===== src/rtl/input_pkg.sv =====
// Shared types, constants and helpers for the player input front-end.
package input_pkg;

    localparam logic [1:0]  SRC_PHYS          = 2'd0;
    localparam logic [1:0]  SRC_RAND          = 2'd1;
    localparam logic [1:0]  SRC_NONE          = 2'd2;

    localparam logic [15:0] LFSR_TAPS         = 16'hB400;
    localparam logic [15:0] LFSR_SEED_DEFAULT = 16'hACE1;

    // Bit offset of player p inside a packed per-player vector.
    function automatic int unsigned btn_base(input int unsigned p, input int unsigned btn_w);
        return p * btn_w;
    endfunction

    // Right-shifting Galois step; a non-zero state never maps to zero.
    function automatic logic [15:0] lfsr_next(input logic [15:0] s);
        return s[0] ? ((s >> 1) ^ LFSR_TAPS) : (s >> 1);
    endfunction

endpackage


===== src/rtl/btn_debounce.sv =====
// One raw button bit: two-flop synchroniser, optional inversion, persistence filter.
module btn_debounce #(
    parameter int unsigned CYC    = 1000,
    parameter bit          INVERT = 1'b1
) (
    input  logic clk,
    input  logic rst_n,
    input  logic i_raw,
    output logic o_stable
);

    localparam int unsigned CNT_W = (CYC > 0) ? $clog2(CYC + 1) : 1;

    logic r_sync1;
    logic r_sync2;

    // Inversion sits ahead of the flops so a reset value of 0 always means released.
    always_ff @(posedge clk or negedge rst_n) begin
        if (!rst_n) begin
            r_sync1 <= 1'b0;
            r_sync2 <= 1'b0;
        end else begin
            r_sync1 <= i_raw ^ INVERT;
            r_sync2 <= r_sync1;
        end
    end

    if (CYC == 0) begin : g_bypass
        assign o_stable = r_sync2;
    end else begin : g_filter
        logic [CNT_W-1:0] r_cnt;
        logic             r_stable;

        always_ff @(posedge clk or negedge rst_n) begin
            if (!rst_n) begin
                r_cnt    <= '0;
                r_stable <= 1'b0;
            end else if (r_sync2 == r_stable) begin
                r_cnt <= '0;
            end else if (r_cnt == CNT_W'(CYC - 1)) begin
                r_stable <= r_sync2;
                r_cnt    <= '0;
            end else begin
                r_cnt <= r_cnt + CNT_W'(1);
            end
        end

        assign o_stable = r_stable;
    end

endmodule


===== src/rtl/player_input_hub.sv =====
// Per-frame button front-end: debounce, source select, LFSR random, frame delay line.
module player_input_hub
    import input_pkg::*;
#(
    parameter int unsigned NUM_PLAYERS    = 2,
    parameter int unsigned BTN_W          = 3,
    parameter int unsigned DEBOUNCE_CYC   = 1000,
    parameter int unsigned DELAY_FRAMES   = 0,
    parameter bit          RAW_ACTIVE_LOW = 1'b1,
    parameter logic [15:0] LFSR_SEED      = 16'hACE1
) (
    input  logic                         clk,
    input  logic                         rst_n,
    input  logic                         frame_tick,
    input  logic                         enable,
    input  logic [NUM_PLAYERS*BTN_W-1:0] raw_btn,
    input  logic [2*NUM_PLAYERS-1:0]     src_sel,
    output logic [NUM_PLAYERS*BTN_W-1:0] btn_held,
    output logic [NUM_PLAYERS*BTN_W-1:0] btn_pressed,
    output logic                         frame_valid,
    output logic [15:0]                  lfsr_state
);

    localparam int unsigned TOT_W = NUM_PLAYERS * BTN_W;
    localparam logic [15:0] SEED  = (LFSR_SEED == 16'h0) ? LFSR_SEED_DEFAULT : LFSR_SEED;

    logic [TOT_W-1:0] w_stable;
    logic [TOT_W-1:0] w_rand;
    logic [TOT_W-1:0] w_sample;
    logic [TOT_W-1:0] w_new;

    logic [TOT_W-1:0] r_held;
    logic [TOT_W-1:0] r_pressed;
    logic             r_valid;
    logic [15:0]      r_lfsr;

    for (genvar gi = 0; gi < TOT_W; gi++) begin : g_btn
        btn_debounce #(
            .CYC    (DEBOUNCE_CYC),
            .INVERT (RAW_ACTIVE_LOW)
        ) u_db (
            .clk      (clk),
            .rst_n    (rst_n),
            .i_raw    (raw_btn[gi]),
            .o_stable (w_stable[gi])
        );

        // Global bit index gi equals p*BTN_W+b, so the tap pair depends only on gi.
        assign w_rand[gi] = r_lfsr[gi % 16] ^ r_lfsr[(gi + 7) % 16];
    end

    for (genvar gp = 0; gp < NUM_PLAYERS; gp++) begin : g_player
        localparam int unsigned BASE = btn_base(gp, BTN_W);
        logic [1:0] w_sel;

        assign w_sel = src_sel[2*gp +: 2];
        assign w_sample[BASE +: BTN_W] =
            !enable             ? '0                       :
            (w_sel == SRC_PHYS) ? w_stable[BASE +: BTN_W] :
            (w_sel == SRC_RAND) ? w_rand[BASE +: BTN_W]   : '0;
    end

    if (DELAY_FRAMES == 0) begin : g_nodly
        assign w_new = w_sample;
    end else begin : g_dly
        localparam int unsigned PTR_W = (DELAY_FRAMES > 1) ? $clog2(DELAY_FRAMES) : 1;

        logic [TOT_W-1:0] r_dly [DELAY_FRAMES];
        logic [PTR_W-1:0] r_ptr;

        // Oldest entry is read out and overwritten by the new sample on each tick.
        always_ff @(posedge clk or negedge rst_n) begin
            if (!rst_n) begin
                for (int i = 0; i < int'(DELAY_FRAMES); i++) begin
                    r_dly[i] <= '0;
                end
                r_ptr <= '0;
            end else if (frame_tick) begin
                r_dly[r_ptr] <= w_sample;
                r_ptr        <= (r_ptr == PTR_W'(DELAY_FRAMES - 1)) ? '0 : r_ptr + PTR_W'(1);
            end
        end

        assign w_new = r_dly[r_ptr];
    end

    always_ff @(posedge clk or negedge rst_n) begin
        if (!rst_n) begin
            r_held    <= '0;
            r_pressed <= '0;
            r_valid   <= 1'b0;
            r_lfsr    <= SEED;
        end else begin
            r_valid <= frame_tick;
            if (frame_tick) begin
                r_pressed <= w_new & ~r_held;
                r_held    <= w_new;
                r_lfsr    <= lfsr_next(r_lfsr);
            end
        end
    end

    assign btn_held    = r_held;
    assign btn_pressed = r_pressed;
    assign frame_valid = r_valid;
    assign lfsr_state  = r_lfsr;

endmodule


===== config.mk =====
export PLATFORM = sky130hd
export DESIGN_NAME = player_input_hub
export DESIGN_NICKNAME = d
export VERILOG_FILES = /design/src/rtl/input_pkg.sv /design/src/rtl/btn_debounce.sv /design/src/rtl/player_input_hub.sv
export SDC_FILE = /design/constraint.sdc
export NUM_CORES = 1
export LEC_CHECK = 0
export CORE_ASPECT_RATIO = 0.6
export CORE_UTILIZATION = 47
export CTS_BUF_LIST = sky130_fd_sc_hd__clkbuf_8
export DETAILED_ROUTE_END_ITERATION = 12
export HOLD_SLACK_MARGIN = 0.1
export PLACE_DENSITY = 0.67
export SLEW_MARGIN = 10
export SYNTH_ARGS = -nofsm -noshare
export SYNTH_HDL_FRONTEND = slang
export SYNTH_SLANG_ARGS = --single-unit
export TNS_END_PERCENT = 1

===== constraint.sdc =====
create_clock -name clk -period 3 [get_ports clk]
set_input_delay 0.6 -clock clk [delete_from_list [all_inputs] [get_ports clk]]
set_output_delay 0.6 -clock clk [all_outputs]
set_load 0.02 [all_outputs]

Word level (Yosys, flattened, before mapping)
Index checks and enable logic that the tools add are counted.

word-level totals
  logic and storage cells = 96
  bits in registers = 107

cells by class
  equal/unequal tests = 14
  $add $sub $neg = 6
  muxes and demuxes = 19
  bitwise logic cells = 21
  reductions and logical operators = 8

operators with widths
  operator               number
  $mux 10                12
  $add 10x1->10 const B  6
  $eq 10x10->1 const B   6
  $mux 3                 6
  $mux 16                1
  $not 1->1              12
  $reduce_and 2->1       6
  $and 6x6->6            1
  $eq 1x1->1             6
  $not 6->6              1
  $xor 1x1->1            6
  $eq 2x1->1 const B     2
  $logic_not 2->1        2
  $not 3->4              1

Longest topological paths before layout
  depth after elaboration = 5
  gate-level depth with buffers = 4
  depth with buffers taken out = 4

Hierarchy
Synthesis repeated with hierarchy kept, for this count alone.

unflattened totals
  cells, all modules = 430
  area, all modules = 4957.3 um^2

by module, submodules not included
  module            seq. area each (um^2)  area an instance (um^2)  times used  cells an instance
  btn_debounce      325.3                  610.6                    6           56
  player_input_hub  735.7                  1293.7                   1           94

Worst setup path after synthesis
Ideal clock, no wire load.

  kind = input -> register
  start = input frame_tick
  end = register r_held[1], in the netlist btn_held[1]
  buffers on the path = 2
  arrival time = 1.446 ns
  path slack = 1.430 ns
  library setup time = 0.125 ns
  stages = 3
  cells stage by stage = clkbuf_1 buf_2 mux2_2

RTL lines
  element                 RTL line                RTL
  start: declaration      player_input_hub.sv:14  input logic frame_tick,
  end signal: assignment  player_input_hub.sv:97  r_held <= w_new;
  end: declaration        player_input_hub.sv:32  logic [TOT_W-1:0] r_held;

No word-level cell between the ends.

Final worst setup path
  start = register r_lfsr[0], in the netlist lfsr_state[0]
  end = output lfsr_state[0]

RTL lines
  element                   RTL line                RTL
  start: declaration        player_input_hub.sv:35  logic [15:0] r_lfsr;
  start signal: assignment  player_input_hub.sv:98  r_lfsr <= lfsr_next(r_lfsr);
  end: declaration          player_input_hub.sv:21  output logic [15:0] lfsr_state

No word-level cell between the ends.

==> out/metrics.csv <==
metric,value,unit
total number of nets in the final design,509,
slew at the pin closest to its max-slew limit,0.589,ns
total leakage power,2.29,nW
effective utilization at floorplan,48.8,%
Clock Root Buffer,sky130_fd_sc_hd__clkbuf_8,
internal power consumption,0.00257,W
number of port buffers,42,
number of global-route vias before repair,3110,
worst-case reg-to-reg path depth,4,
element type at the critical path end,primary output,
number of max-slew violations in the final report,0,
placement row count,28,
CTS sink count,107,
routed wire length,9040,um
grt ovf,0,
worst-case register-to-register setup slack,1.38,ns
grt met1 use,25.8,%
synthesized instance count,438,
sw frac,28.2,%
sequential share of power,50.6,%
Chip Width,133,um
type of element launching the critical path,register,
number of buffers created by CTS,9,
RSZ-0062 raised after global routing,false,
headroom to the max-slew limit,60.7,%
share of synthesized area occupied by flip-flops and latches,55.4,%
Critical R2R Launch,g_btn[0].u_db.g_filter.r_cnt[0],
YS warnings,0,
Setup Crit Path Kind,register to primary output,
flip-flop and latch count after synthesis,107,
wire length of the first global-routing pass,15000,um
per-cell via count in the routed design,5.35,
maximum VDD drop,0.275,mV
"Setup violations, final",0,
Hold WC Path Type,input pin to asynchronous set/reset pin,
area of combinational cells with multiple inputs,2040,um^2
Syn Area/Cell,11.1,um^2
count of filler cells inserted in the layout,878,
status,"finished, final reports clean",
number of DRC markers after the initial detailed-route iteration,143,
Area growth syn-to-layout,17.0,%
"commonest cells after routing, fill and taps aside","sky130_fd_sc_hd__dfrtp_1 (99), sky130_fd_sc_hd__clkdlybuf4s50_1 (41), sky130_fd_sc_hd__nor2_1 (40), sky130_fd_sc_hd__inv_1 (30), sky130_fd_sc_hd__mux2_2 (25)",
average wire per cell in the routed design,14.4,um
fmax,0.452,GHz
number of unique standard cell types used by synthesis,35,
initial antenna violation count,0,
cell with the largest stage delay on the worst path,sky130_fd_sc_hd__dfstp_2,
CTS H-Tree Depth,3,
number of design rule violations left after detail routing,0,
power per cell area,631,nW/um^2
die area,10800,um^2
core occupancy in the finished layout,57.1,%
Routability Congestion,0.733,
data arrival time of the critical path,1.61,ns
Clock transition at path regs,0.09,ns
setup tns final,0,ns
peak per-stage delay on the critical path,0.63,ns
number of inserted diodes,0,
layer carrying the most global-route usage,met2,
required time at the endpoint of the critical path,2.40,ns
maximum fanout encountered on the critical timing path,7,
clock latency reported for the late side of the worst-skew pair,0.36,ns
"Buf+Inv Stages, Crit Path",1,
maximum number of pins on one net before global-route repair,46,
final worst clock skew,0.00727,ns
floorplan core area,9950,um^2
"most common cell after layout, fill and taps aside",sky130_fd_sc_hd__dfrtp_1,
total global-route track usage,18.0,%
# hold bufs at CTS,0,
I/O Pins,43,
ratio of cells with drive above 1 in the final layout,14.0,%
Comb power frac,22.3,%
clock share of power,27.0,%
routing usage on met2,27.2,%
Maximum Capacitance Violations,0,
"Net Count, Synth",458,
routed via count,3368,
crit path time final,2.21,ns
clock tree from TritonCTS,yes,
final-report hold violation count,0,
endpoint of the most critical register-to-register path,g_btn[0].u_db.g_filter.r_cnt[0],
height of the die,80.7,um
FF+latch area,2690,um^2
Switching Power,0.00101,W
Post-DRT Antenna Nets,0,
drt first pass iters,4,
worst-case clock buffer depth,2,
CP Cell Sequence,clkdlybuf4s50_1,
number of gates resized after CTS,0,
half-perimeter wire length of the detailed placement result,6600,um
number of setup buffers added after CTS,0,
Netlist Area Pre-Place,4850,um^2
Crit path max-delay family,flip-flops,
share of the cycle needed by the critical path after routing,73.8,%
met3 Resource Use GR,4.80,%
[cells by family after synthesis]
| logic type | after synthesis | synth area share [%] |
|---|---|---|
| xor+xnor | 38 | 6.86 |
| compound gates | 84 | 11.5 |
| simple gates | 144 | 16.2 |
| flops | 107 | 55.4 |
| buf+inv | 34 | 2.71 |
| fa+ha+maj | 6 | 1.55 |
| mux | 25 | 5.80 |
[flip-flops by register name, summed over array words and instances (netlist names)]
signal	cells
btn_pressed	6
g_btn.u_db.r_sync1	6
btn_held	6
frame_valid	1
lfsr_state	16
g_btn.u_db.r_sync2	6
g_btn.u_db.o_stable	6
g_btn.u_db.g_filter.r_cnt	60
[Yosys cell counts]
| cell type | number | area, um^2 |
|---|---|---|
| sky130_fd_sc_hd__dfrtp_1 | 99 | 2480 |
| sky130_fd_sc_hd__nor2_1 | 40 | 150 |
| sky130_fd_sc_hd__inv_1 | 29 | 109 |
| sky130_fd_sc_hd__mux2_2 | 25 | 282 |
| sky130_fd_sc_hd__a21oi_1 | 22 | 110 |
| sky130_fd_sc_hd__nand3_1 | 21 | 105 |
| sky130_fd_sc_hd__xnor2_1 | 21 | 184 |
| sky130_fd_sc_hd__nand2_1 | 20 | 75.1 |
| sky130_fd_sc_hd__or3_1 | 18 | 113 |
| sky130_fd_sc_hd__o21ai_0 | 17 | 85.1 |
| sky130_fd_sc_hd__xor2_1 | 17 | 149 |
| sky130_fd_sc_hd__nand4_1 | 10 | 62.6 |
| sky130_fd_sc_hd__or4_1 | 10 | 75.1 |
| sky130_fd_sc_hd__a31oi_1 | 9 | 56.3 |
| sky130_fd_sc_hd__o211ai_1 | 9 | 67.6 |
| sky130_fd_sc_hd__a211oi_1 | 8 | 60.1 |
| sky130_fd_sc_hd__dfstp_2 | 8 | 210 |
| sky130_fd_sc_hd__a31o_2 | 7 | 61.3 |
| sky130_fd_sc_hd__ha_1 | 6 | 75.1 |
| sky130_fd_sc_hd__nor2b_1 | 6 | 37.5 |
| sky130_fd_sc_hd__nand4bb_1 | 5 | 56.3 |
| sky130_fd_sc_hd__nor3_1 | 5 | 25.0 |
| sky130_fd_sc_hd__o31ai_1 | 5 | 37.5 |
| sky130_fd_sc_hd__o31ai_2 | 5 | 62.6 |
| sky130_fd_sc_hd__buf_2 | 3 | 15.0 |
| sky130_fd_sc_hd__and4_1 | 2 | 17.5 |
| sky130_fd_sc_hd__nand2b_1 | 2 | 12.5 |
| sky130_fd_sc_hd__nand4_2 | 2 | 25.0 |
| sky130_fd_sc_hd__and4bb_2 | 1 | 12.5 |
| sky130_fd_sc_hd__buf_1 | 1 | 3.75 |
| sky130_fd_sc_hd__clkbuf_1 | 1 | 3.75 |
| sky130_fd_sc_hd__nand3_2 | 1 | 10.0 |
| sky130_fd_sc_hd__o21a_1 | 1 | 7.51 |
| sky130_fd_sc_hd__o21ba_2 | 1 | 10.0 |
| sky130_fd_sc_hd__or4bb_1 | 1 | 11.3 |
[stage by stage]
step | std cells | power [W] | hold slack [ns] | worst slack (ns) | area, um^2
after detailed placement | 613 | 0.00266 | 0.335 | 1.05 | 5450
after CTS | 629 | 0.00363 | 0.236 | 0.756 | 5680
after floorplan | 438 | 0.00225 | 0.304 | 1.43 | 4850
after global routing | 629 | 0.00375 | 0.250 | 0.718 | 5680
final | 629 | 0.00358 | 0.237 | 0.787 | 5680
after global placement | 613 | 0.00263 | 0.332 | 1.06 | 5450
[how the worst max path moves through the flow]
stage | cells after the start | start | to
2_1_floorplan | 3 | frame_tick | btn_held[1]
3_3_place_gp | 3 | frame_tick | btn_held[0]
3_5_place_dp | 3 | frame_tick | lfsr_state[8]
4_1_cts | 1 | lfsr_state[0] | lfsr_state[0]
5_1_grt | 1 | lfsr_state[0] | lfsr_state[0]
6_report | 1 | lfsr_state[0] | lfsr_state[0]
[routing by layer]
layer  up-vias  wire length (um)
li1       1670                 -
met1      1639              4670
met2        57              4000
met3         2               350
met4         0                19
met5         -                 0
[final cells by class]
type	instances	share of cell area (%)
clock buffer	11	2.66
multi-input combinational	297	35.8
clock inverter	5	1.34
tap	135	2.97
timing repair buffer	45	7.97
inverter	29	1.92
sequential	107	47.3
[worst reg2reg max path, delay by kind of cell, from the launching register on]
kind	cells	cell delay (ns)
AO/OA/AOI/OAI	1	0.54
flip-flops	1	0.38
AND/OR/NAND/NOR	2	0.33
adder cells (fa/ha/maj)	1	0.24
[power by group through the flow]
stage | clock [W] | combinational, W | sequential, W
3_5_place_dp | 0 | 0.000808 | 0.00185
6_report | 0.000969 | 0.000800 | 0.00181
5_1_grt | 0.00105 | 0.000855 | 0.00184
4_1_cts | 0.00100 | 0.000811 | 0.00182
3_3_place_gp | 0 | 0.000793 | 0.00184
2_1_floorplan | 0 | 0.000305 | 0.00195
Power figures use the tool's default switching activity.
